===== src/rtl/k005297_sertimer.sv =====
// -----------------------------------------------------------------------------
// k005297_sertimer
//
// Bit-serial up-timer for the K005297 bubble-memory controller timing section.
// A WIDTH-bit count register circulates LSB-first through a one-bit serial
// full adder, one bit per enabled MCLK cycle (a "slot"). WIDTH slots make one
// frame, and each frame produces one new count value. While the new value is
// being written it is compared bit-by-bit against a shadow copy of the limit.
// The timer can run one-shot (sticky time-over, count holds) or auto-reload
// (periodic, the frame after a match writes 0).
//
// Parameters
//   WIDTH          count / limit width, frame length in enabled cycles (2..32)
//   SNAP_ON_MATCH  1 = o_COUNT also loads on every match frame
//
// Ports
//   i_MCLK         master clock, all state changes on the rising edge
//   i_RST          asynchronous active-high reset
//   i_CEN_n        active-low clock enable, one enabled cycle = one bit slot
//   i_CNT          increment request for the frame (sampled at slot 0)
//   i_CLR          synchronous clear for the frame (sampled at slot 0)
//   i_AUTORELOAD   0 = one-shot, 1 = periodic (sampled at slot 0)
//   i_LIMIT        compare value (captured into a shadow register at slot 0)
//   i_SNAP_LD_n    active-low snapshot request, sampled on any enabled cycle
//   o_FRAME_START  high during enabled cycles at slot 0
//   o_TIMEOVER_n   active-low time-over indication
//   o_MATCH        one-MCLK pulse on the frame-end edge that wrote the limit
//   o_WRAP         one-MCLK pulse on the frame-end edge that wrapped to 0
//   o_COUNT        frame-coherent snapshot of the count register
// -----------------------------------------------------------------------------
module k005297_sertimer #(
   parameter int WIDTH         = 12,
   parameter bit SNAP_ON_MATCH = 1'b0
) (
   input  logic             i_MCLK,
   input  logic             i_RST,
   input  logic             i_CEN_n,
   input  logic             i_CNT,
   input  logic             i_CLR,
   input  logic             i_AUTORELOAD,
   input  logic [WIDTH-1:0] i_LIMIT,
   input  logic             i_SNAP_LD_n,
   output logic             o_FRAME_START,
   output logic             o_TIMEOVER_n,
   output logic             o_MATCH,
   output logic             o_WRAP,
   output logic [WIDTH-1:0] o_COUNT
);

   localparam int            SW        = (WIDTH > 1) ? $clog2(WIDTH) : 1;
   localparam logic [SW-1:0] LAST_SLOT = SW'(WIDTH - 1);

   // ---------------------------------------------------------------------------
   // State
   // ---------------------------------------------------------------------------
   logic [SW-1:0]    slot;          // bit position currently at count_sr[0]
   logic [WIDTH-1:0] count_sr;      // circulating count, LSB leaves first
   logic             carry;         // serial adder carry between slots
   logic             eq_flag;       // running "written bits == limit bits"
   logic             sticky;        // one-shot time-over latch
   logic             match_prev;    // previous frame ended in a match
   logic             snap_pending;  // snapshot requested earlier in the frame

   // Frame controls captured at slot 0 and held for the rest of the frame.
   logic             cnt_q;
   logic             clr_q;
   logic             autoreload_q;
   logic [WIDTH-1:0] limit_q;

   // ---------------------------------------------------------------------------
   // Combinational datapath
   // ---------------------------------------------------------------------------
   logic             en;
   logic             first_slot;
   logic             last_slot;
   logic             cnt_f;
   logic             clr_f;
   logic             autoreload_f;
   logic [WIDTH-1:0] limit_f;
   logic             inhibit;
   logic             inc;
   logic             cin;
   logic             clr_frame;
   logic             sum;
   logic             cout;
   logic             wr_bit;
   logic             eq_next;
   logic             match_now;
   logic             sticky_next;
   logic             snap_load;
   logic [WIDTH-1:0] new_value;

   // NOTE: every signal below is assigned on every pass through the block, so
   // no path leaves a value unassigned and no latch can be inferred.
   always_comb begin
      en         = ~i_CEN_n;
      first_slot = (slot == '0);
      last_slot  = (slot == LAST_SLOT);

      // Slot 0 uses the live inputs so the controls apply to the whole frame,
      // including the slot in which they are captured.
      cnt_f        = first_slot ? i_CNT        : cnt_q;
      clr_f        = first_slot ? i_CLR        : clr_q;
      autoreload_f = first_slot ? i_AUTORELOAD : autoreload_q;
      limit_f      = first_slot ? i_LIMIT      : limit_q;

      // A one-shot timer that has already timed out holds its value.
      inhibit   = ~autoreload_f & sticky;
      inc       = cnt_f & ~inhibit;
      cin       = first_slot & inc;

      // Reload-clear: in periodic mode the frame after a match writes 0.
      clr_frame = clr_f | (autoreload_f & match_prev);

      sum    = count_sr[0] ^ carry ^ cin;
      cout   = (count_sr[0] & carry) | (count_sr[0] & cin) | (carry & cin);
      wr_bit = sum & ~clr_frame;

      // The compare runs on the bit actually written, so clears and holds are
      // compared just like ordinary increments.
      eq_next   = (first_slot ? 1'b1 : eq_flag) & (wr_bit == limit_f[slot]);
      match_now = last_slot & eq_next;

      // Sticky is only meaningful in one-shot mode; periodic mode signals
      // time-over from the match itself, for exactly one frame.
      sticky_next = ~autoreload_f & (match_now | (sticky & ~clr_f));

      // Value the register will hold once this slot's bit is shifted in; at
      // the last slot this is the complete, coherent new count.
      new_value = {wr_bit, count_sr[WIDTH-1:1]};

      snap_load = snap_pending | ~i_SNAP_LD_n | (SNAP_ON_MATCH & match_now);
   end

   assign o_FRAME_START = en & first_slot;

   // ---------------------------------------------------------------------------
   // Sequential state
   // ---------------------------------------------------------------------------
   // NOTE: state is updated with non-blocking assignments so every register
   // samples the values from before this edge, independent of statement order.
   always_ff @(posedge i_MCLK or posedge i_RST) begin
      if (i_RST) begin
         slot         <= '0;
         count_sr     <= '0;
         carry        <= 1'b0;
         eq_flag      <= 1'b1;
         sticky       <= 1'b0;
         match_prev   <= 1'b0;
         snap_pending <= 1'b0;
         cnt_q        <= 1'b0;
         clr_q        <= 1'b0;
         autoreload_q <= 1'b0;
         limit_q      <= '0;
         o_COUNT      <= '0;
         o_TIMEOVER_n <= 1'b1;
         o_MATCH      <= 1'b0;
         o_WRAP       <= 1'b0;
      end else begin
         // Pulses last one MCLK regardless of the enable.
         o_MATCH <= 1'b0;
         o_WRAP  <= 1'b0;

         if (en) begin
            slot     <= last_slot ? '0 : slot + 1'b1;
            count_sr <= new_value;
            eq_flag  <= eq_next;
            // Carry must not leak into the next frame's LSB.
            carry    <= last_slot ? 1'b0 : cout;

            if (first_slot) begin
               cnt_q        <= i_CNT;
               clr_q        <= i_CLR;
               autoreload_q <= i_AUTORELOAD;
               limit_q      <= i_LIMIT;
            end

            if (last_slot) begin
               o_MATCH      <= match_now;
               o_WRAP       <= cout & ~clr_frame;
               match_prev   <= match_now;
               sticky       <= sticky_next;
               o_TIMEOVER_n <= ~(match_now | sticky_next);
               if (snap_load) begin
                  o_COUNT <= new_value;
               end
               snap_pending <= 1'b0;
            end else if (!i_SNAP_LD_n) begin
               snap_pending <= 1'b1;
            end
         end
      end
   end

endmodule


===== config.mk =====
export PLATFORM = sky130hd
export DESIGN_NAME = k005297_sertimer
export DESIGN_NICKNAME = d
export VERILOG_FILES = /design/src/rtl/k005297_sertimer.sv
export SDC_FILE = /design/constraint.sdc
export NUM_CORES = 1
export LEC_CHECK = 0
export CORE_UTILIZATION = 55
export CTS_BUF_LIST = sky130_fd_sc_hd__clkbuf_2 sky130_fd_sc_hd__clkbuf_4 sky130_fd_sc_hd__clkbuf_8
export CTS_CLUSTER_SIZE = 20
export DETAILED_ROUTE_END_ITERATION = 12
export GPL_TIMING_DRIVEN = 0
export PLACE_DENSITY = 0.81
export SETUP_SLACK_MARGIN = 0.1
export SLEW_MARGIN = 40
export SYNTH_ARGS = -nofsm -noshare
export SYNTH_HDL_FRONTEND = slang
export SYNTH_SLANG_ARGS = --single-unit

===== constraint.sdc =====
create_clock -name i_MCLK -period 3.7 [get_ports i_MCLK]
set_clock_uncertainty 0.05 [all_clocks]
set_input_delay 0.74 -clock i_MCLK [delete_from_list [all_inputs] [get_ports i_MCLK]]
set_output_delay 0.74 -clock i_MCLK [all_outputs]
set_load 0.01 [all_outputs]

==> results of run 1 <==
-- flip-flops by register name (all words and copies together), names as in the netlist, 4 cells and up --
name	count
count_sr	12
limit_q	12
o_COUNT	12
slot	4
-- worst paths after layout --
kind,end,slack (ns)
max in group asynchronous,limit_q[2],2.48
setup / recovery,o_FRAME_START,0.37
min in group asynchronous,count_sr[0],0.68
hold reg to reg,carry,0.44
hold / removal,carry,0.44
setup reg to reg,sticky,1.00
-- placed cells by master (no fill, tap or decap), types with 2 or more instances in the layout --
cell type,n
sky130_fd_sc_hd__nor2_1,9
sky130_fd_sc_hd__dfrtp_1,48
sky130_fd_sc_hd__a211oi_2,2
sky130_fd_sc_hd__a22oi_1,2
sky130_fd_sc_hd__a21o_1,2
sky130_fd_sc_hd__mux2_2,38
sky130_fd_sc_hd__mux2i_1,2
sky130_fd_sc_hd__mux4_2,5
sky130_fd_sc_hd__clkbuf_1,3
sky130_fd_sc_hd__nand2_1,3
sky130_fd_sc_hd__buf_6,2
sky130_fd_sc_hd__ha_1,2
sky130_fd_sc_hd__clkdlybuf4s50_1,34
sky130_fd_sc_hd__dfstp_2,2
sky130_fd_sc_hd__buf_2,4
sky130_fd_sc_hd__a2111oi_0,2
sky130_fd_sc_hd__inv_1,8
sky130_fd_sc_hd__a21oi_1,3
sky130_fd_sc_hd__o21ai_0,7
sky130_fd_sc_hd__and2_1,2
sky130_fd_sc_hd__nand3_1,2
sky130_fd_sc_hd__clkbuf_8,5
-- worst max-delay path: stages, from the launching register on --
cell                              delay [ns]
sky130_fd_sc_hd__dfrtp_1                0.39
sky130_fd_sc_hd__buf_2                  0.19
sky130_fd_sc_hd__inv_1                  0.12
sky130_fd_sc_hd__ha_1                   0.14
sky130_fd_sc_hd__nor3b_2                0.17
sky130_fd_sc_hd__buf_6                  0.18
sky130_fd_sc_hd__and2_1                 0.13
sky130_fd_sc_hd__buf_2                  0.19
sky130_fd_sc_hd__buf_6                  0.17
sky130_fd_sc_hd__clkdlybuf4s50_1        0.55
-- Yosys cell counts, types with 3 or more instances --
library cell | n | area share [%]
sky130_fd_sc_hd__dfrtp_1 | 48 | 53
sky130_fd_sc_hd__mux2_2 | 38 | 19
sky130_fd_sc_hd__inv_1 | 9 | 1.5
sky130_fd_sc_hd__nor2_1 | 9 | 1.5
sky130_fd_sc_hd__o21ai_0 | 7 | 1.5
sky130_fd_sc_hd__mux4_2 | 5 | 4.9
sky130_fd_sc_hd__buf_2 | 4 | 0.88
sky130_fd_sc_hd__clkbuf_1 | 4 | 0.66
sky130_fd_sc_hd__a21oi_1 | 3 | 0.66
sky130_fd_sc_hd__nand2_1 | 3 | 0.49
-- area by class of cell --
cell class	instances	area (um2)
Buffer	9	53.8
Clock buffer	5	68.8
Clock inverter	3	47.5
Fill cell	283	1160
Inverter	9	36.3
Multi-Input combinational cell	101	957
Sequential cell	50	1250
Tap cell	50	62.6
Timing Repair Buffer	35	360
-- routing by layer --
metal / share of wire, % / vias up / GRT usage [%]
met3: 2.8 / 6 / 5.82
li1: - / 696 / -
met5: 0 / - / 0
met4: 1.4 / 0 / 8.24
met1: 45 / 732 / 27.5
met2: 50 / 26 / 34.7
-- power by group through the flow --
stage                     combinational [mW]  clock (mW)  sequential, mW
after global placement                 0.730           0           0.880
after CTS                              0.764       0.400           0.892
after detailed placement               0.758           0           0.903
final                                  0.767       0.391           0.891
after floorplan                        0.533           0           0.880
after global routing                   0.837       0.422           0.920
-- logic make-up (layout without fill, tap and decap cells) --
kind of cell / Yosys count / count (layout) / share of synthesized area, %
fa+ha+maj: 3 / 3 / 1.97
buf+inv: 18 / 61 / 3.50
flops: 50 / 50 / 54.8
simple gates: 23 / 23 / 5.09
mux: 46 / 46 / 25.0
xor+xnor: 1 / 1 / 0.383
compound gates: 28 / 28 / 9.19
-- per-stage QoR --
| stage | hold WS, ns | util, % | cells | instance area (um2) |
|---|---|---|---|---|
| 2_1_floorplan | 0.402 | - | 169 | 2290 |
| 3_3_place_gp | 0.418 | 67.2 | 253 | 2690 |
| 3_5_place_dp | 0.427 | 67.8 | 254 | 2710 |
| 4_1_cts | 0.451 | 70.8 | 262 | 2830 |
| 5_1_grt | 0.464 | 71.0 | 262 | 2840 |
| 6_report | 0.444 | 71.0 | 262 | 2840 |
-- repair_timing --
item | 4_1_cts | 5_1_grt
resized for setup | 1 | 5
pin swaps | 0 | 0
buffers inserted | 0 | 0
endpoints found under the setup margin | 1 | 1
gates cloned | 0 | 0
hold buffers | 0 | 0
==> summary.txt, run 1 <==
RUN STATUS
-----------------------------------------------------------------------------------------------
Run status                                                                         finished clean

STA
-----------------------------------------------------------------------------------------------
Crit share post-route                                                                     90.1%
Pin slew with the least headroom to its limit                                          0.526 ns
Fmax                                                                                    300 MHz
Total setup violations reported at the end of the flow                                        0
Final max-slew violation count                                                                0
RSZ-0062 raised after global routing                                                      false
Number of hold-slack violations in the final timing report                                    0
Total negative slack                                                                       0 ns
Minimum period implied by the final worst setup slack                                   3.33 ns
Relative slew slack                                                                       64.9%
Worst setup margin                                                                     0.365 ns

PLACE
-----------------------------------------------------------------------------------------------
Final HPWL from detailed placement                                                      2930 um
Worst setup timing slack at the placement stage                                        0.307 ns
Port buffer count                                                                            34
GP Congestion                                                                             0.801

POWER
-----------------------------------------------------------------------------------------------
Portion of total power attributed to combinational logic                                  37.4%
Clock network fraction of total power                                                     19.1%
Static leakage                                                                          1.26 nW
Part of the total power dissipated in sequential elements                                 43.5%
Areal power density over the cells                                                   722 nW/um2
Switching power as a share of total power                                                 31.9%
Internal power                                                                          1.40 mW
PnR Total Power                                                                         2.05 mW
Net switching component of the power                                                   0.655 mW
Worst ir drop on vdd                                                                 0.000371 V

SYNTHESIS
-----------------------------------------------------------------------------------------------
Count of synthesis-stage warnings from yosys                                                  0
Library cells used by synthesis                                                              39
Syn avg cell area                                                                      13.5 um2
Top flip-flop cell by instance count after synthesis                               sky130_fd_sc_hd__dfrtp_1
Cell count after synthesis                                                                  169
Sequential fraction of the synthesis area                                                 54.8%
Synth Net Count                                                                             191
Async set-reset flop share out of synthesis                                                100%
Number of enable flip-flop cells after synthesis                                              0
Post-synthesis sequential element count                                                      50
Post-Syn Area                                                                          2290 um2

ROUTING
-----------------------------------------------------------------------------------------------
Total Wirelength                                                                        4000 um
DR vias                                                                                    1460
Number of remaining DRC errors                                                                0
Post-detailed-route count of antenna-violating nets                                           0
DR pass1 iterations                                                                           4
DRT iter0 DRCs                                                                               74
Via count normalized by instance count                                                     5.57
Routed WL per cell                                                                      15.3 um

CRITICAL PATH
-----------------------------------------------------------------------------------------------
Startpoint of the worst-slack reg-to-reg timing path                                    slot[0]
R2R depth                                                                                    10
WS Path Type                                                                       flop to output port
Critical path launch point                                                              slot[0]
Critical path peak fanout                                                                    10
Critical path capture point type                                                    output port
Launching element type of the critical path                                                flop
Required time of the critical path                                                      2.91 ns
Worst Path Arrival                                                                      2.54 ns

GLOBAL ROUTING
-----------------------------------------------------------------------------------------------
Aggregate global routing overflow                                                             0
Antenna violations before repair                                                              0
Wire length of the first global-routing pass                                            6970 um
Pin count of the biggest net entering global routing                                         29
Aggregate global-route resource usage                                                     21.4%
Via count of the first global-routing pass                                                 1545

FLOORPLANNING
-----------------------------------------------------------------------------------------------
I/O pin count                                                                                35
Rows                                                                                         23
Area of the die                                                                        4420 um2
Chip width                                                                              66.5 um
Die extent in y                                                                         66.5 um
Initial core utilization                                                                  57.1%
Total core area                                                                        4000 um2

CTS
-----------------------------------------------------------------------------------------------
Cell at the root of the clock tree                                                 sky130_fd_sc_hd__clkbuf_8
Inserted Clock Buffers                                                                        5
Clock latency reported for the late side of the worst-skew pair                         0.31 ns
Maximum buffer depth of the clock tree                                                        2
TritonCTS clock tree                                                                      built
Clock input transition at the sequential cells of the worst setup and hold paths        0.09 ns
CTS Sinks                                                                                    50
CTS H-tree depth                                                                              2

WORST HOLD PATH
-----------------------------------------------------------------------------------------------
Launch point of the worst hold path                                                       carry
Tightest Hold Check Type                                                           flop to flop
Worst Hold Depth                                                                              2

CELLS AND AREA
-----------------------------------------------------------------------------------------------
Fraction of layout instances using a drive strength above 1                               31.6%
Net count, final                                                                            233
Antenna diode count                                                                           0
Layout overhead on the synthesized area                                                   24.2%

FLOW RUN
-----------------------------------------------------------------------------------------------
Max cap viols                                                                                 0

Power figures use the tool's default switching activity.
==> run 2, diff against run 1 <==
Settings changed: SLEW_MARGIN 40 to default.
==> summary.txt, run 2 (synthesis results as in run 1) <==
STA
-----------------------------------------------------------------------------------------------
Relative slew slack                                                                       64.9%
Pin slew with the least headroom to its limit                                          0.526 ns
Fmax                                                                                    300 MHz
RSZ-0062 raised after global routing                                                      false
Number of hold-slack violations in the final timing report                                    0
Minimum period implied by the final worst setup slack                                   3.33 ns
Worst setup margin                                                                     0.365 ns
Total negative slack                                                                       0 ns
Total setup violations reported at the end of the flow                                        0
Final max-slew violation count                                                                0
Crit share post-route                                                                     90.1%

CELLS AND AREA
-----------------------------------------------------------------------------------------------
Summed area of non-filler cells in the final layout                                    2840 um2
Largest registers ranked by flip-flop count                                        count_sr x12, limit_q x12, o_COUNT x12
Leading cell type in the layout, fill and taps excluded                            sky130_fd_sc_hd__dfrtp_1
Final Core Density                                                                        70.9%
# fillers                                                                                   283
Net count, final                                                                            233
Most frequent cells in the layout                                                  48 x sky130_fd_sc_hd__dfrtp_1, 38 x sky130_fd_sc_hd__mux2_2, 34 x sky130_fd_sc_hd__clkdlybuf4s50_1, 9 x sky130_fd_sc_hd__nor2_1, 8 x sky130_fd_sc_hd__inv_1
Antenna diode count                                                                           0
Layout overhead on the synthesized area                                                   24.1%
Fraction of layout instances using a drive strength above 1                               31.6%

POWER
-----------------------------------------------------------------------------------------------
Static leakage                                                                          1.26 nW
PnR Total Power                                                                         2.05 mW
Switching power as a share of total power                                                 31.9%
Clock network fraction of total power                                                     19.1%
Net switching component of the power                                                   0.654 mW
Internal power                                                                          1.39 mW
Worst ir drop on vdd                                                                 0.000371 V
Areal power density over the cells                                                   722 nW/um2
Part of the total power dissipated in sequential elements                                 43.5%
Portion of total power attributed to combinational logic                                  37.4%

CTS
-----------------------------------------------------------------------------------------------
TritonCTS clock tree                                                                      built
Clock latency reported for the late side of the worst-skew pair                         0.31 ns
Maximum buffer depth of the clock tree                                                        2
CTS H-tree depth                                                                              2
Clock input transition at the sequential cells of the worst setup and hold paths        0.09 ns
Cell at the root of the clock tree                                                 sky130_fd_sc_hd__clkbuf_8
Inserted Clock Buffers                                                                        5
CTS Sinks                                                                                    50

FLOORPLANNING
-----------------------------------------------------------------------------------------------
Area of the die                                                                        4420 um2
Chip width                                                                              66.5 um
Rows                                                                                         23
I/O pin count                                                                                35
Die extent in y                                                                         66.5 um
Total core area                                                                        4000 um2
Initial core utilization                                                                  57.1%

FLOW RUN
-----------------------------------------------------------------------------------------------
Max cap viols                                                                                 0

PLACE
-----------------------------------------------------------------------------------------------
Port buffer count                                                                            34
Worst setup timing slack at the placement stage                                        0.307 ns
GP Congestion                                                                             0.801
Final HPWL from detailed placement                                                      2930 um
Area post-placement                                                                    2710 um2

CRITICAL PATH
-----------------------------------------------------------------------------------------------
Required time of the critical path                                                      2.91 ns
Slowest cell delay on critical path                                                     0.55 ns
Critical path peak fanout                                                                    10
Startpoint of the worst-slack reg-to-reg timing path                                    slot[0]
Library cell contributing the largest single delay on the critical path            sky130_fd_sc_hd__clkdlybuf4s50_1
Critical path capture point type                                                    output port
Crit path cell chain                                                               buf_2 > inv_1 > ha_1 > nor3b_2 > buf_6 > and2_1 > buf_2 > buf_6 > clkdlybuf4s50_1
Critical path launch point                                                              slot[0]
Cell type group with the largest total delay on the critical path                  buffers and inverters
Worst Path Arrival                                                                      2.54 ns
Critical path buffers and inverters                                                           6
WS Path Type                                                                       flop to output port
Launching element type of the critical path                                                flop

ROUTING
-----------------------------------------------------------------------------------------------
Number of remaining DRC errors                                                                0
Via count normalized by instance count                                                     5.57
Post-detailed-route count of antenna-violating nets                                           0
DRT iter0 DRCs                                                                               74
DR pass1 iterations                                                                           4
DR vias                                                                                    1460
Routed WL per cell                                                                      15.3 um
Total Wirelength                                                                        4000 um

WORST HOLD PATH
-----------------------------------------------------------------------------------------------
Launch point of the worst hold path                                                       carry
Tightest Hold Check Type                                                           flop to flop

RUN STATUS
-----------------------------------------------------------------------------------------------
Run status                                                                         finished clean

GLOBAL ROUTING
-----------------------------------------------------------------------------------------------
Aggregate global routing overflow                                                             0
Via count of the first global-routing pass                                                 1545
Aggregate global-route resource usage                                                     21.4%
Pin count of the biggest net entering global routing                                         29
Wire length of the first global-routing pass                                            6970 um
Antenna violations before repair                                                              0

==> run 2: cell counts in the layout (fill, tap and decap cells not counted) <==
No cell type changed its count.
==> run 2: what timing repair did <==
action,in CTS,in global routing
pin swaps,0,0
cloned,0,0
hold buffers,0,0
resized for setup,1,5
endpoints found under the hold margin,0,0
endpoints found under the setup margin,1,1
buffers inserted,0,0
==> run 2: metrics by stage <==
step / std cells / hold WS [ns]
CTS: 262 / 0.451
finish: 262 / 0.444
global placement: 253 / 0.418
global route: 262 / 0.464
detailed placement: 254 / 0.427
floorplan: 169 / 0.402
==> run 2: path summary, 6_finish.rpt <==
check	endpoint	slack, ns	cells past startpoint
max	o_FRAME_START	0.37	9
min in group asynchronous	count_sr[0]	0.73	2
min reg2reg	carry	0.44	2
max in group asynchronous	limit_q[2]	2.35	3
min	carry	0.44	2
max reg2reg	sticky	1.00	10
==> run 2: layout make-up <==
type / count / area, um2 / area share [%]
Buffer: 9 / 53.8 / 1.90
Multi-Input combinational cell: 101 / 957 / 33.7
Inverter: 9 / 33.8 / 1.19
Tap cell: 50 / 62.6 / 2.20
Timing Repair Buffer: 35 / 360 / 12.7
Clock buffer: 5 / 68.8 / 2.43
Clock inverter: 3 / 47.5 / 1.68
Sequential cell: 50 / 1250 / 44.2
==> run 2: power groups by stage <==
stage | clock network (mW) | logic [mW] | registers [mW]
finish | 0.391 | 0.767 | 0.891
global route | 0.422 | 0.837 | 0.920
CTS | 0.400 | 0.764 | 0.892
detailed placement | 0 | 0.758 | 0.903
global placement | 0 | 0.730 | 0.880
floorplan | 0 | 0.533 | 0.880
==> run 2: per-layer routing <==
metal | vias to the layer above | part of all wire (%) | global-route usage, %
li1 | 696 | - | -
met1 | 732 | 45 | 27.5
met2 | 26 | 50 | 34.7
met3 | 6 | 2.8 | 5.82
met4 | 0 | 1.4 | 8.24
met5 | - | 0 | 0
==> run 2: worst reg2reg max path: cells and delay by family (launching register included) <==
family | cells | cell delay [ns]
simple gates | 2 | 0.28
compound gates | 3 | 0.79
buf+inv | 3 | 0.49
fa+ha+maj | 2 | 0.64
flops | 1 | 0.39
==> run 3, diff against run 2 <==
Settings changed: ABC_CLOCK_PERIOD_IN_PS from default to 3700.
==> results of run 3 <==
The final DEF is identical to that of run 2; final timing and power are the same.
